**src/rtl/rv_pkg.sv**
```systemverilog
// Shared RV32I definitions: base opcodes, instruction-class enum, field bundle and encoder helpers.
package rv_pkg;

  localparam logic [6:0] OP_R      = 7'b0110011;
  localparam logic [6:0] OP_LOAD   = 7'b0000011;
  localparam logic [6:0] OP_STORE  = 7'b0100011;
  localparam logic [6:0] OP_BRANCH = 7'b1100011;

  typedef enum logic [1:0] {
    CLS_R      = 2'd0,
    CLS_LOAD   = 2'd1,
    CLS_STORE  = 2'd2,
    CLS_BRANCH = 2'd3
  } cls_e;

  typedef struct packed {
    cls_e        cls;
    logic [4:0]  rd;
    logic [4:0]  rs1;
    logic [4:0]  rs2;
    logic [2:0]  funct3;
    logic [6:0]  funct7;
    logic [12:0] imm;
  } fields_t;

  function automatic logic [31:0] encode(input fields_t f);
    logic [31:0] w;
    case (f.cls)
      CLS_R:      w = {f.funct7, f.rs2, f.rs1, f.funct3, f.rd, OP_R};
      CLS_LOAD:   w = {f.imm[11:0], f.rs1, f.funct3, f.rd, OP_LOAD};
      CLS_STORE:  w = {f.imm[11:5], f.rs2, f.rs1, f.funct3, f.imm[4:0], OP_STORE};
      default:    w = {f.imm[12], f.imm[10:5], f.rs2, f.rs1, f.funct3,
                       f.imm[4:1], f.imm[11], OP_BRANCH};
    endcase
    return w;
  endfunction

  // LOAD/STORE must fit in 12 signed bits; branch targets must be halfword aligned.
  function automatic logic imm_bad(input fields_t f);
    logic b;
    case (f.cls)
      CLS_LOAD, CLS_STORE: b = (f.imm[12] != f.imm[11]);
      CLS_BRANCH:          b = f.imm[0];
      default:             b = 1'b0;
    endcase
    return b;
  endfunction

endpackage

```
**src/rtl/instr_encoder_if.sv**
```systemverilog
// Field-bundle input and address/data output handshakes of the instruction encoder.
interface instr_encoder_if;
  import rv_pkg::*;

  logic        in_valid;
  logic        in_ready;
  cls_e        in_class;
  logic [4:0]  in_rd;
  logic [4:0]  in_rs1;
  logic [4:0]  in_rs2;
  logic [2:0]  in_funct3;
  logic [6:0]  in_funct7;
  logic [12:0] in_imm;

  logic        out_valid;
  logic        out_ready;
  logic [31:0] out_addr;
  logic [31:0] out_data;

  modport master (
    output in_valid, in_class, in_rd, in_rs1, in_rs2, in_funct3, in_funct7, in_imm, out_ready,
    input  in_ready, out_valid, out_addr, out_data
  );

  modport slave (
    input  in_valid, in_class, in_rd, in_rs1, in_rs2, in_funct3, in_funct7, in_imm, out_ready,
    output in_ready, out_valid, out_addr, out_data
  );

endinterface

```
**src/rtl/instr_fifo.sv**
```systemverilog
// DEPTH x 32 synchronous FIFO; pointers carry an extra wrap bit so count spans 0..DEPTH.
module instr_fifo #(
  parameter  int DEPTH = 4,
  localparam int AW    = $clog2(DEPTH)
) (
  input  logic          clk,
  input  logic          reset,
  input  logic          flush,
  input  logic          push,
  input  logic          pop,
  input  logic [31:0]   wdata,
  output logic [31:0]   rdata,
  output logic [AW:0]   count
);

  logic [DEPTH-1:0][31:0] mem;
  logic [AW:0]            wptr, rptr;

  // Storage is reset too so the head reads as zero out of reset.
  always_ff @(posedge clk or posedge reset) begin
    if (reset) begin
      mem  <= '0;
      wptr <= '0;
      rptr <= '0;
    end else if (flush) begin
      wptr <= '0;
      rptr <= '0;
    end else begin
      if (push) begin
        mem[wptr[AW-1:0]] <= wdata;
        wptr              <= wptr + 1'b1;
      end
      if (pop) rptr <= rptr + 1'b1;
    end
  end

  assign count = wptr - rptr;
  assign rdata = mem[rptr[AW-1:0]];

endmodule

```
**src/rtl/instr_encoder.sv**
```systemverilog
// Streaming RV32I R/LOAD/STORE/BRANCH encoder feeding a word FIFO with an address counter.
// Optional immediate range checking is enabled by defining IMM_RANGE_CHECK_EN.
module instr_encoder
  import rv_pkg::*;
#(
  parameter  int          DEPTH     = 4,
  parameter  logic [31:0] BASE_ADDR = 32'h0000_0000,
  localparam int          CW        = $clog2(DEPTH) + 1
) (
  input  logic             clk,
  input  logic             reset,
  input  logic             restart,
  instr_encoder_if.slave   bus,
  output logic [CW-1:0]    count,
  output logic             imm_err
);

  fields_t     f;
  logic        accept, push, pop, bad;
  logic [31:0] addr;

  assign f = '{cls:    bus.in_class,
               rd:     bus.in_rd,
               rs1:    bus.in_rs1,
               rs2:    bus.in_rs2,
               funct3: bus.in_funct3,
               funct7: bus.in_funct7,
               imm:    bus.in_imm};

  // No bypass: a full FIFO refuses input even when it is popping this cycle.
  assign bus.in_ready  = (count < CW'(DEPTH)) & ~restart;
  assign bus.out_valid = (count != '0);
  assign accept        = bus.in_valid & bus.in_ready;
  assign push          = accept & ~bad;
  assign pop           = bus.out_valid & bus.out_ready & ~restart;

`ifdef IMM_RANGE_CHECK_EN
  assign bad = imm_bad(f);

  // Rejected bundles still complete the handshake; only the sticky flag records them.
  always_ff @(posedge clk or posedge reset) begin
    if (reset)                imm_err <= 1'b0;
    else if (restart)         imm_err <= 1'b0;
    else if (accept && bad)   imm_err <= 1'b1;
  end
`else
  assign bad     = 1'b0;
  assign imm_err = 1'b0;
`endif

  always_ff @(posedge clk or posedge reset) begin
    if (reset)        addr <= BASE_ADDR;
    else if (restart) addr <= BASE_ADDR;
    else if (pop)     addr <= addr + 32'd4;
  end

  assign bus.out_addr = addr;

  instr_fifo #(.DEPTH(DEPTH)) u_fifo (
    .clk   (clk),
    .reset (reset),
    .flush (restart),
    .push  (push),
    .pop   (pop),
    .wdata (encode(f)),
    .rdata (bus.out_data),
    .count (count)
  );

endmodule

```
**src/flat_wrapper.sv**
```systemverilog
// flat-port wrapper written by rule: the top's interface ports become plain ports
module instr_encoder_flat import rv_pkg::*;
#(
  parameter  int          DEPTH     = 4,
  parameter  logic [31:0] BASE_ADDR = 32'h0000_0000,
  localparam int          CW        = $clog2(DEPTH) + 1
)
  (clk, reset, restart, count, imm_err, bus_in_valid, bus_in_class, bus_in_rd, bus_in_rs1, bus_in_rs2, bus_in_funct3, bus_in_funct7, bus_in_imm, bus_out_ready, bus_in_ready, bus_out_valid, bus_out_addr, bus_out_data);
  instr_encoder_if bus_i ();
  input  logic clk;
  input  logic reset;
  input  logic restart;
  output logic [CW-1:0] count;
  output logic imm_err;
  input wire logic [$bits(bus_i.in_valid)-1:0] bus_in_valid;
  input wire logic [$bits(bus_i.in_class)-1:0] bus_in_class;
  input wire logic [$bits(bus_i.in_rd)-1:0] bus_in_rd;
  input wire logic [$bits(bus_i.in_rs1)-1:0] bus_in_rs1;
  input wire logic [$bits(bus_i.in_rs2)-1:0] bus_in_rs2;
  input wire logic [$bits(bus_i.in_funct3)-1:0] bus_in_funct3;
  input wire logic [$bits(bus_i.in_funct7)-1:0] bus_in_funct7;
  input wire logic [$bits(bus_i.in_imm)-1:0] bus_in_imm;
  input wire logic [$bits(bus_i.out_ready)-1:0] bus_out_ready;
  output wire logic [$bits(bus_i.in_ready)-1:0] bus_in_ready;
  output wire logic [$bits(bus_i.out_valid)-1:0] bus_out_valid;
  output wire logic [$bits(bus_i.out_addr)-1:0] bus_out_addr;
  output wire logic [$bits(bus_i.out_data)-1:0] bus_out_data;
  assign bus_i.in_valid = bus_in_valid;
  assign bus_i.in_class = bus_in_class;
  assign bus_i.in_rd = bus_in_rd;
  assign bus_i.in_rs1 = bus_in_rs1;
  assign bus_i.in_rs2 = bus_in_rs2;
  assign bus_i.in_funct3 = bus_in_funct3;
  assign bus_i.in_funct7 = bus_in_funct7;
  assign bus_i.in_imm = bus_in_imm;
  assign bus_i.out_ready = bus_out_ready;
  assign bus_in_ready = bus_i.in_ready;
  assign bus_out_valid = bus_i.out_valid;
  assign bus_out_addr = bus_i.out_addr;
  assign bus_out_data = bus_i.out_data;
  instr_encoder #(.DEPTH(DEPTH), .BASE_ADDR(BASE_ADDR)) u_core (.clk(clk), .reset(reset), .restart(restart), .bus(bus_i), .count(count), .imm_err(imm_err));
endmodule
```
**config.mk**
```make
export PLATFORM = sky130hd
export DESIGN_NAME = instr_encoder_flat
export DESIGN_NICKNAME = d
export VERILOG_FILES = /design/src/rtl/rv_pkg.sv /design/src/rtl/instr_encoder_if.sv /design/src/rtl/instr_fifo.sv /design/src/rtl/instr_encoder.sv /design/src/flat_wrapper.sv
export SDC_FILE = /design/constraint.sdc
export NUM_CORES = 1
export LEC_CHECK = 0
export BUFFER_PORTS_ARGS = -buffer_cell sky130_fd_sc_hd__buf_2
export CORE_AREA = 2 2 147 149
export CTS_BUF_LIST = sky130_fd_sc_hd__clkbuf_4 sky130_fd_sc_hd__clkbuf_8
export DETAILED_ROUTE_END_ITERATION = 10
export DIE_AREA = 0 0 149 151
export SYNTH_ARGS = -nofsm -noshare
export SYNTH_HDL_FRONTEND = slang
export SYNTH_SLANG_ARGS = --single-unit
```
**constraint.sdc**
```tcl
create_clock -name clk -period 12.9 [get_ports clk]
set_input_delay 1.29 -clock clk [delete_from_list [all_inputs] [get_ports clk]]
set_output_delay 1.29 -clock clk [all_outputs]
set_load 0.02 [all_outputs]
```
==> impl_metrics.tcl, run 1 <==
set metrics [dict create \
    outcome "completed" \
    chipWidth_um 149 \
    hold_violations 0 \
    wl_per_cell_um 16.1 \
    core-area_um2 20800 \
    drive_gt1_share_pct 32.3 \
    yosys.area.top_type "dfrtp_1" \
    clk_pin_slew_ns 0.09 \
    finalCritPeriodShare_pct 32.6 \
    hpwl_um 10200 \
    cpPeakStageDelay_ns 0.75 \
    max-slew-margin-rel_pct 30.8 \
    muxShareOfSynthArea_pct 19.2 \
    area_growth_pct 16.7 \
    setup_viol 0 \
    critical-path-slowest-cell "dfrtp_2" \
    yosysSeqAreaShare_pct 52.9 \
    powerDensity_nw_per_um2 217 \
    drtIter0Drc 213 \
    holdCritPathClass "flip-flop to flip-flop" \
    synth_area_leaders "dfrtp_1 53%, mux4_2 9.1%, mux2_2 7.8%" \
    antenna_found_initial 0 \
    tightestPinTransition_ns 1.03 \
    pin_count 115 \
    drv_cap 0 \
    route.detailed.drc 0 \
    ys_async_sr_fraction_pct 100 \
    synthSimpleGateAreaFrac_pct 13.0 \
    path_cells "ha_1 > fa_1 > xnor3_2 > clkinv_2 > nor2_1 > buf_2" \
    die_height_um 151 \
    grt_max_degree 84 \
    gp_congestion 0.743 \
    dr.pass1.iters 4 \
    drv_slew 0 \
    synth-main-ff-cell "dfrtp_1" \
    syn_area_um2 7190 \
    reg2reg_slack_ns 9.52 \
    ys_ff_latch 152 \
    reg2regPathDepth 7 \
    rsz0062_at_grt "no" \
    dieArea_um2 22500 \
    fin_nets 768 \
    clk-insertion-delay-late_ns 0.46 \
    crit_buf_inv 2 \
    synth_top_area_share_pct 52.9 \
    total_power_mw 1.82 \
    p_leak_nw 3.86 \
    ant_nets 0 \
    cp.required_ns 11.61 \
    internal_power_mw 1.15 \
    hold_end "u_core.u_fifo.mem[65]" \
    synth_cell_types 43 \
    cts_tree "yes" \
    postCtsSetupBuffers 0 \
    wl_um 16100 \
    cts_sinks 152 \
    p_comb_share_pct 36.5 \
    numCtsBuffers 17 \
    end_kind "output port" \
    syn_avg_cell_area_um2 11.6 \
    place_area_um2 7950 \
    grt_pass1_vias 5109 \
    synth-compound-area-share_pct 8.58 \
    htreeDepth 4 \
    yosysMostFrequentCell "dfrtp_1" \
    hold_depth 1 \
    ir_worst_vdd_mv 0.0662 \
    finalSetupTns_ns 0 \
    synth_edf_count 0 \
    post-route-cell-area_um2 8390 \
    stdcell_count 1003 \
    yosys.area_share.xor_xnor_pct 1.43 \
    diodes 0 \
    reg2reg_from "u_core.u_fifo.rptr[0]" \
    p_seq_share_pct 41.1 \
    viasPerCell 5.00 \
    finClkSkew_ns 0.0179 \
    start_util_pct 34.5 \
    core.rowCount 53 \
    synthTopCellsByCount "152 x dfrtp_1, 112 x nand2_1, 59 x o21ai_0, 50 x mux2_2, 31 x clkbuf_1" \
    cp_max_fo 32 \
    final_core_util_pct 40.3 \
    worstReg2RegEnd "u_core.bus.out_addr[28]" \
    fmax_mhz 237 \
    post_cts_resized 0 \
    cp.arrival_ns 2.92 \
    switching_share_pct 36.9 \
    cp-start-kind "flip-flop" \
    io_buffer_count 109 \
    p_sw_mw 0.671 \
    min_period_ns 4.21 \
    gr-total-overflow 0 \
    critical_path.top_delay_family "flip-flops" \
    hold_buffers 0 \
    yosysWarnings 0 \
    clockRootBuffer "clkbuf_8" \
    grt_usage_pct 15.1 \
    synth_top_family_by_area "multiplexers" \
    num_vias 5018 \
    critical_path_class "flip-flop to output port" \
    pwr-share-clk_pct 22.4 \
    hp-start "u_core.u_fifo.mem[65]" \
    clockBufferDepth 2 \
    place_inst 971 \
    synth_fa_ha_area_share_pct 1.50 \
    grt_pass1_wl_um 26400 \
    syn_inst 622 \
]
==> cell type report <==
type                       count  area [um2]
clock buffer                  18         241
inverter                       9        40.0
multi-input combinational    419        3160
clock inverter                14         201
fill                        2053       12400
timing repair buffer         116         598
sequential                   152        3810
tap                          275         344
==> cells by family after synthesis <==
logic type,count (synthesis)
AND/OR/NAND/NOR,195
flip-flops,152
AO/OA/AOI/OAI,106
multiplexers,95
buffers and inverters,55
XOR/XNOR,10
adder cells (fa/ha/maj),8
other,1
==> state kept, by name, summed over array words and instances, names as in the netlist <==
signal and cells:
u_core.u_fifo.wptr 3, u_core.u_fifo.mem 116, u_core.u_fifo.rptr 3, u_core.bus.out_addr 30
==> cell usage in the layout, fill, tap and decap left out, types with 2 or more instances in the layout <==
cell / instances
o211ai_1: 3
nand2b_1: 5
nand4b_1: 4
nor2_1: 17
inv_6: 7
nand3_1: 8
xor2_1: 7
nor2b_1: 7
inv_1: 7
ha_1: 7
dfrtp_1: 150
xnor2_1: 2
nand2_1: 112
clkbuf_8: 17
bufinv_16: 3
conb_1: 5
mux2_2: 50
and3_1: 4
dfrtp_2: 2
or3_1: 2
or4_1: 17
o2111ai_1: 2
buf_4: 7
o31ai_1: 16
nand4_1: 7
and4_1: 5
o21ai_0: 59
nor4_1: 5
mux2i_1: 15
mux4_2: 29
inv_8: 3
buf_2: 109
a21oi_1: 20
==> power by group through the flow <==
stage	registers, mW	clock network, mW	logic [mW]
after detailed placement	0.759	0	0.674
after global routing	0.772	0.441	0.731
after global placement	0.754	0	0.664
final	0.747	0.407	0.663
after floorplan	0.713	0	0.515
after CTS	0.749	0.421	0.675
==> worst max path at each step <==
stage | startpoint | end | slack (ns) | cells after the start
2_1_floorplan | reset | u_core.bus.out_addr[10] | 7.52 | 1
3_3_place_gp | u_core.u_fifo.rptr[0] | bus_in_ready | 9.15 | 6
3_5_place_dp | u_core.u_fifo.rptr[0] | bus_in_ready | 9.12 | 6
4_1_cts | u_core.u_fifo.rptr[0] | bus_in_ready | 8.61 | 6
5_1_grt | u_core.u_fifo.rptr[0] | bus_in_ready | 8.49 | 6
6_report | u_core.u_fifo.rptr[0] | bus_in_ready | 8.69 | 6
==> metrics by stage <==
step / worst slack [ns] / hold WS [ns]
CTS: 8.61 / 0.471
detailed placement: 9.12 / 0.448
global route: 8.49 / 0.488
finish: 8.69 / 0.468
global placement: 9.15 / 0.446
floorplan: 7.52 / 0.429
==> metal layers <==
metal | track usage (%) | routed length, um | part of all wire [%] | vias to the layer above
met5 | 0 | 0 | 0 | -
met1 | 19.4 | 7400 | 46 | 2519
met4 | 4.95 | 211 | 1.3 | 0
met2 | 25.3 | 8000 | 50 | 74
li1 | - | - | - | 2411
met3 | 3.64 | 509 | 3.2 | 14
Power figures use the tool's default switching activity.
==> run 2, diff against run 1 <==
==> constraint.sdc (replaced) <==
create_clock -name clk -period 4.1 [get_ports clk]
set_input_delay 0.41 -clock clk [delete_from_list [all_inputs] [get_ports clk]]
set_output_delay 0.41 -clock clk [all_outputs]
set_load 0.02 [all_outputs]
==> run 2 against run 1 <==
Against the previous run: sequential power rose to 3.1 times the previous value; design area up 0.15%; count of clock-buffer cells in the layout unchanged; power increased to 3.1 times the previous value; via count barely moved; clock skew shrank 0.0034 ns; first-iteration DRC count increased by 3.3%.
==> impl_metrics.tcl, run 2 (synthesized netlist as in run 1, its figures left out) <==
set metrics [dict create \
    dieArea_um2 22500 \
    grt_pass1_vias 4775 \
    ant_nets 0 \
    max-slew-margin-rel_pct 33.0 \
    total_power_mw 5.63 \
    setup_viol 0 \
    reg2reg_from "u_core.u_fifo.wptr[0]" \
    worst_hold_slack_ns 0.0662 \
    cts_sinks 152 \
    cp_max_fo 10 \
    path_cells "inv_1 > ha_1 > fa_1 > xnor3_2 > clkinv_2 > nor2_1 > buf_2" \
    finalSetupTns_ns 0 \
    viasPerCell 4.97 \
    ir_worst_vdd_mv 0.240 \
    tightestPinTransition_ns 1.00 \
    antenna_found_initial 0 \
    cp.arrival_ns 2.54 \
    finalCritPeriodShare_pct 72.0 \
    layout_common_cells "150 x dfrtp_1, 112 x nand2_1, 109 x buf_2" \
    post_cts_resized 0 \
    finClkSkew_ns 0.0144 \
    p_leak_nw 3.86 \
    reg2reg_slack_ns 1.19 \
    place_inst 976 \
    min_period_ns 2.95 \
    largest_register "u_core.u_fifo.mem" \
    crit_path_start "u_core.u_fifo.wptr[0]" \
    die_height_um 151 \
    num_vias 5013 \
    holdCritPathClass "input port to async pin" \
    hold_buffers 0 \
    hpwl_um 10500 \
    cp.required_ns 3.69 \
    gp_congestion 0.784 \
    final_core_util_pct 40.3 \
    fin_nets 773 \
    drtIter0Drc 220 \
    reg2regPathDepth 8 \
    cp-start-kind "flip-flop" \
    start_util_pct 34.5 \
    numCtsBuffers 17 \
    critical-path-slowest-cell "xnor3_2" \
    cts_tree "yes" \
    stdcell_count 1009 \
    wl_um 16400 \
    worstReg2RegEnd "u_core.bus.out_addr[27]" \
    n_fill_cell 2034 \
    drv_slew 0 \
    largest_reg_flops 116 \
    hold_violations 0 \
    core.rowCount 53 \
    dr.pass1.iters 4 \
    htreeDepth 4 \
    cpPeakStageDelay_ns 0.51 \
    critical_path_class "flip-flop to output port" \
    chipWidth_um 149 \
    drv_cap 0 \
    io_buffer_count 109 \
    clockRootBuffer "clkbuf_8" \
    grt_usage_pct 14.8 \
    wl_per_cell_um 16.2 \
    grt_max_degree 73 \
    rsz0062_at_grt "no" \
    drive_gt1_share_pct 32.7 \
    end_kind "output port" \
    core-area_um2 20800 \
    clk_pin_slew_ns 0.09 \
    gr-total-overflow 0 \
    clk-insertion-delay-late_ns 0.45 \
    pin_count 115 \
    area_growth_pct 16.9 \
    route.detailed.drc 0 \
    outcome "completed" \
    final_common_cell "dfrtp_1" \
    powerDensity_nw_per_um2 670 \
    clockBufferDepth 2 \
    fmax_mhz 339 \
    grt_pass1_wl_um 25800 \
    postCtsSetupBuffers 0 \
]
==> run 2: changes by cell type in the layout (fill, tap and decap cells not counted), moves of 2 or more <==
cell | before | now
inv_6 | 7 | 4
clkinvlp_4 | 0 | 2
bufinv_16 | 3 | 1
buf_4 | 7 | 11
==> run 2: layout make-up <==
type / count / area [um2] / area share, %
flip-flops and latches: 152 / 3810 / 45.3
diodes: 1 / 2.50 / 0.0298
clock inverters: 14 / 156 / 1.86
clock buffers: 18 / 248 / 2.95
well taps: 275 / 344 / 4.10
repair buffers: 121 / 648 / 7.71
inverters: 9 / 38.8 / 0.462
multi-input cells: 419 / 3160 / 37.6
==> run 2: worst max-delay path by stage <==
stage,endpoint,slack (ns),cells past startpoint
finish,bus_in_ready,1.15,7
CTS,bus_in_ready,1.11,7
floorplan,u_core.bus.out_addr[29],1.47,9
global route,u_core.bus.out_addr[28],0.97,8
detailed placement,u_core.bus.out_addr[27],1.20,8
global placement,u_core.bus.out_addr[28],1.23,8
==> run 2: report_power, final <==
| part | switching (mW) | internal, mW |
|---|---|---|
| Clock | 0.638 | 0.526 |
| Combinational | 1.24 | 0.953 |
| Sequential | 0.254 | 2.02 |
==> run 2: per-stage QoR <==
stage	setup slack, ns	area, um2
3_3_place_gp	1.23	8000
2_1_floorplan	1.47	7210
4_1_cts	1.11	8400
6_report	1.15	8400
3_5_place_dp	1.20	8000
5_1_grt	0.973	8400
==> run 2: critical path: cells and delay by family (launching register included) <==
family | cells | cell delay (ns)
adders and majority gates | 2 | 0.57
DFF | 1 | 0.38
and+or+nand+nor | 1 | 0.16
buffers and inverters | 3 | 0.47
xor gates and xnor gates | 1 | 0.51
==> run 2: routing by layer <==
layer  GRT usage (%)  routed length [um]  up-vias
li1                -                   -     2433
met1            19.9                7590     2490
met2            23.5                8000       68
met3            2.68                 444       22
met4            6.33                 337        0
met5               0                   0        -
==> run 3, diff against run 2 <==
==> constraint.sdc (replaced) <==
create_clock -name clk -period 3.1 [get_ports clk]
set_input_delay 0.31 -clock clk [delete_from_list [all_inputs] [get_ports clk]]
set_output_delay 0.31 -clock clk [all_outputs]
set_load 0.02 [all_outputs]
==> run 3 against run 2 <==
Against the previous run: register-to-register slack worse by 0.95 ns; core utilization increased by 0.54 points; critical path depth unchanged; clock skew is 0.0018 ns higher; flip-flop and latch count did not move; first-iteration DRC count grew 1.8%; wire length is 1.4% lower; critical path type unchanged.
==> impl_metrics.tcl, run 3 (synthesized netlist as in run 1, its figures left out) <==
set metrics [dict create \
    outcome "completed" \
    wl_um 16100 \
    final_common_cell "dfrtp_1" \
    p_sw_mw 2.86 \
    critical_path.top_delay_family "adder cells" \
    drv_cap 0 \
    crit_buf_inv 3 \
    reg2regPathDepth 9 \
    diodes 0 \
    cp-start-kind "flip-flop" \
    wl_met3_um 443 \
    powerDensity_nw_per_um2 884 \
    rsz0062_at_grt "no" \
    switching_share_pct 38.0 \
    n_fill_cell 2039 \
    top_layer "met4" \
    core-area_um2 20800 \
    wl_per_cell_um 16.0 \
    cts_sinks 152 \
    cp_max_fo 10 \
    min_period_ns 2.90 \
    pwr-share-clk_pct 21.3 \
    clk-insertion-delay-late_ns 0.45 \
    chipWidth_um 149 \
    place_area_um2 8060 \
    postCtsSetupBuffers 0 \
    critical-path-slowest-cell "xnor3_2" \
    max-slew-margin-rel_pct 50.3 \
    gr-total-overflow 0 \
    dr.pass1.iters 4 \
    post-route-cell-area_um2 8510 \
    drv_slew 0 \
    cp.arrival_ns 2.59 \
    grt_usage_pct 14.9 \
    dieArea_um2 22500 \
    p_leak_nw 3.91 \
    clockRootBuffer "clkbuf_8" \
    area_growth_pct 18.4 \
    drive_gt1_share_pct 32.9 \
    route.detailed.drc 0 \
    grt_pass1_wl_um 26300 \
    pin_count 115 \
    end_kind "output port" \
    cpPeakStageDelay_ns 0.51 \
    holdCritPathClass "input port to flip-flop" \
    p_seq_share_pct 40.0 \
    dr_wl_met2_um 8100 \
    numCtsBuffers 17 \
    cp-endpoint "bus_in_ready" \
    worstReg2RegEnd "u_core.bus.out_addr[14]" \
    clk_pin_slew_ns 0.10 \
    tightestPinTransition_ns 0.744 \
    core.rowCount 53 \
    io_buffer_count 109 \
    gp_congestion 0.773 \
    num_vias 5052 \
    die_height_um 151 \
    hpwl_um 10600 \
    crit_path_start "u_core.u_fifo.wptr[0]" \
    p_comb_share_pct 38.7 \
    drtIter0Drc 224 \
    cp.required_ns 2.79 \
    largest_reg_flops 116 \
    internal_power_mw 4.66 \
    hold_violations 0 \
    grt_max_degree 63 \
    antenna_found_initial 0 \
    fmax_mhz 344 \
    grt_pass1_vias 4975 \
    layout_common_cells "150 x dfrtp_1, 112 x nand2_1, 109 x buf_2" \
    largest_register "u_core.u_fifo.mem" \
    cts_tree "yes" \
    ant_nets 0 \
    critical_path_class "flip-flop to output port" \
    viasPerCell 5.00 \
    setup_viol 0 \
    finalCritPeriodShare_pct 93.7 \
    finClkSkew_ns 0.0163 \
    finalSetupTns_ns 0 \
    clockBufferDepth 2 \
    fin_nets 776 \
    m1WireLength_um 7310 \
    reg2reg_slack_ns 0.24 \
    reg2reg_from "u_core.u_fifo.wptr[0]" \
    crit_cells 7 \
    ir_worst_vdd_mv 0.363 \
    path_cells "inv_1 > ha_1 > fa_1 > xnor3_2 > clkinv_2 > nor2_1 > buf_2" \
    start_util_pct 34.5 \
    htreeDepth 4 \
]
run 3: cell types whose count changed in the layout (fill, tap and decap cells not counted), moves of 2 or more:
cell      delta
clkinv_8     +3
inv_6        -3
buf_4        -2
clkinv_4     -2
buf_12       +4
inv_8        +2
run 3: power by group through the flow:
stage / Combinational (mW) / Sequential, mW / Clock [mW]
after global placement: 2.91 / 3.04 / 0
after CTS: 2.97 / 3.01 / 1.65
final: 2.91 / 3.01 / 1.60
after detailed placement: 2.96 / 3.06 / 0
after global routing: 3.22 / 3.11 / 1.73
after floorplan: 2.14 / 2.97 / 0
run 3: final cells by class:
| cell class | count | area, um2 | area share [%] |
|---|---|---|---|
| Sequential cell | 152 | 3810 | 44.7 |
| Timing Repair Buffer | 124 | 723 | 8.49 |
| Clock inverter | 15 | 203 | 2.38 |
| Inverter | 9 | 38.8 | 0.456 |
| Clock buffer | 17 | 234 | 2.75 |
| Multi-Input combinational cell | 419 | 3170 | 37.2 |
| Tap cell | 275 | 344 | 4.04 |
run 3: how the worst min path moves through the flow:
stage,startpoint,endpoint,slack [ns],depth (start not counted)
after floorplan,bus_in_funct3[0],u_core.u_fifo.mem[108],0.42,2
after global placement,u_core.u_fifo.mem[97],u_core.u_fifo.mem[97],0.45,1
after detailed placement,u_core.u_fifo.mem[97],u_core.u_fifo.mem[97],0.45,1
after CTS,bus_in_funct3[1],u_core.u_fifo.mem[109],0.07,3
after global routing,bus_in_rs1[0],u_core.u_fifo.mem[111],0.08,3
final,bus_in_funct3[1],u_core.u_fifo.mem[109],0.09,3
run 3: stage by stage:
| step | power, mW | instances | hold slack, ns | util (%) | setup WS [ns] |
|---|---|---|---|---|---|
| finish | 7.53 | 1011 | 0.0938 | 40.9 | 0.196 |
| global route | 8.06 | 1011 | 0.0813 | 40.9 | 0.0453 |
| floorplan | 5.11 | 626 | 0.415 | - | 0.468 |
| CTS | 7.63 | 1011 | 0.0677 | 40.9 | 0.182 |
| global placement | 5.95 | 978 | 0.445 | 38.7 | 0.276 |
| detailed placement | 6.01 | 978 | 0.451 | 38.7 | 0.177 |
run 3: worst reg2reg max path: cells and delay by family, from the launching register on:
kind                       cells  cell delay, ns
AOI/OAI and AO/OA              2            0.35
xor gates and xnor gates       1            0.49
adders and majority gates      2            0.60
buffers and inverters          3            0.52
DFF                            1            0.39
and+or+nand+nor                1            0.46
run 3: timing repair:
item                                    in CTS  in global routing
endpoints found under the setup margin       0                  1
hold buffers                                 1                  0
gates resized for setup                      0                  1
endpoints found under the hold margin       28                  0
run 3: layer usage:
metal	global-route usage, %	vias to the layer above
met3	2.59	17
met2	24.8	72
met4	5.24	0
li1	-	2430
met1	19.7	2533
met5	0	-
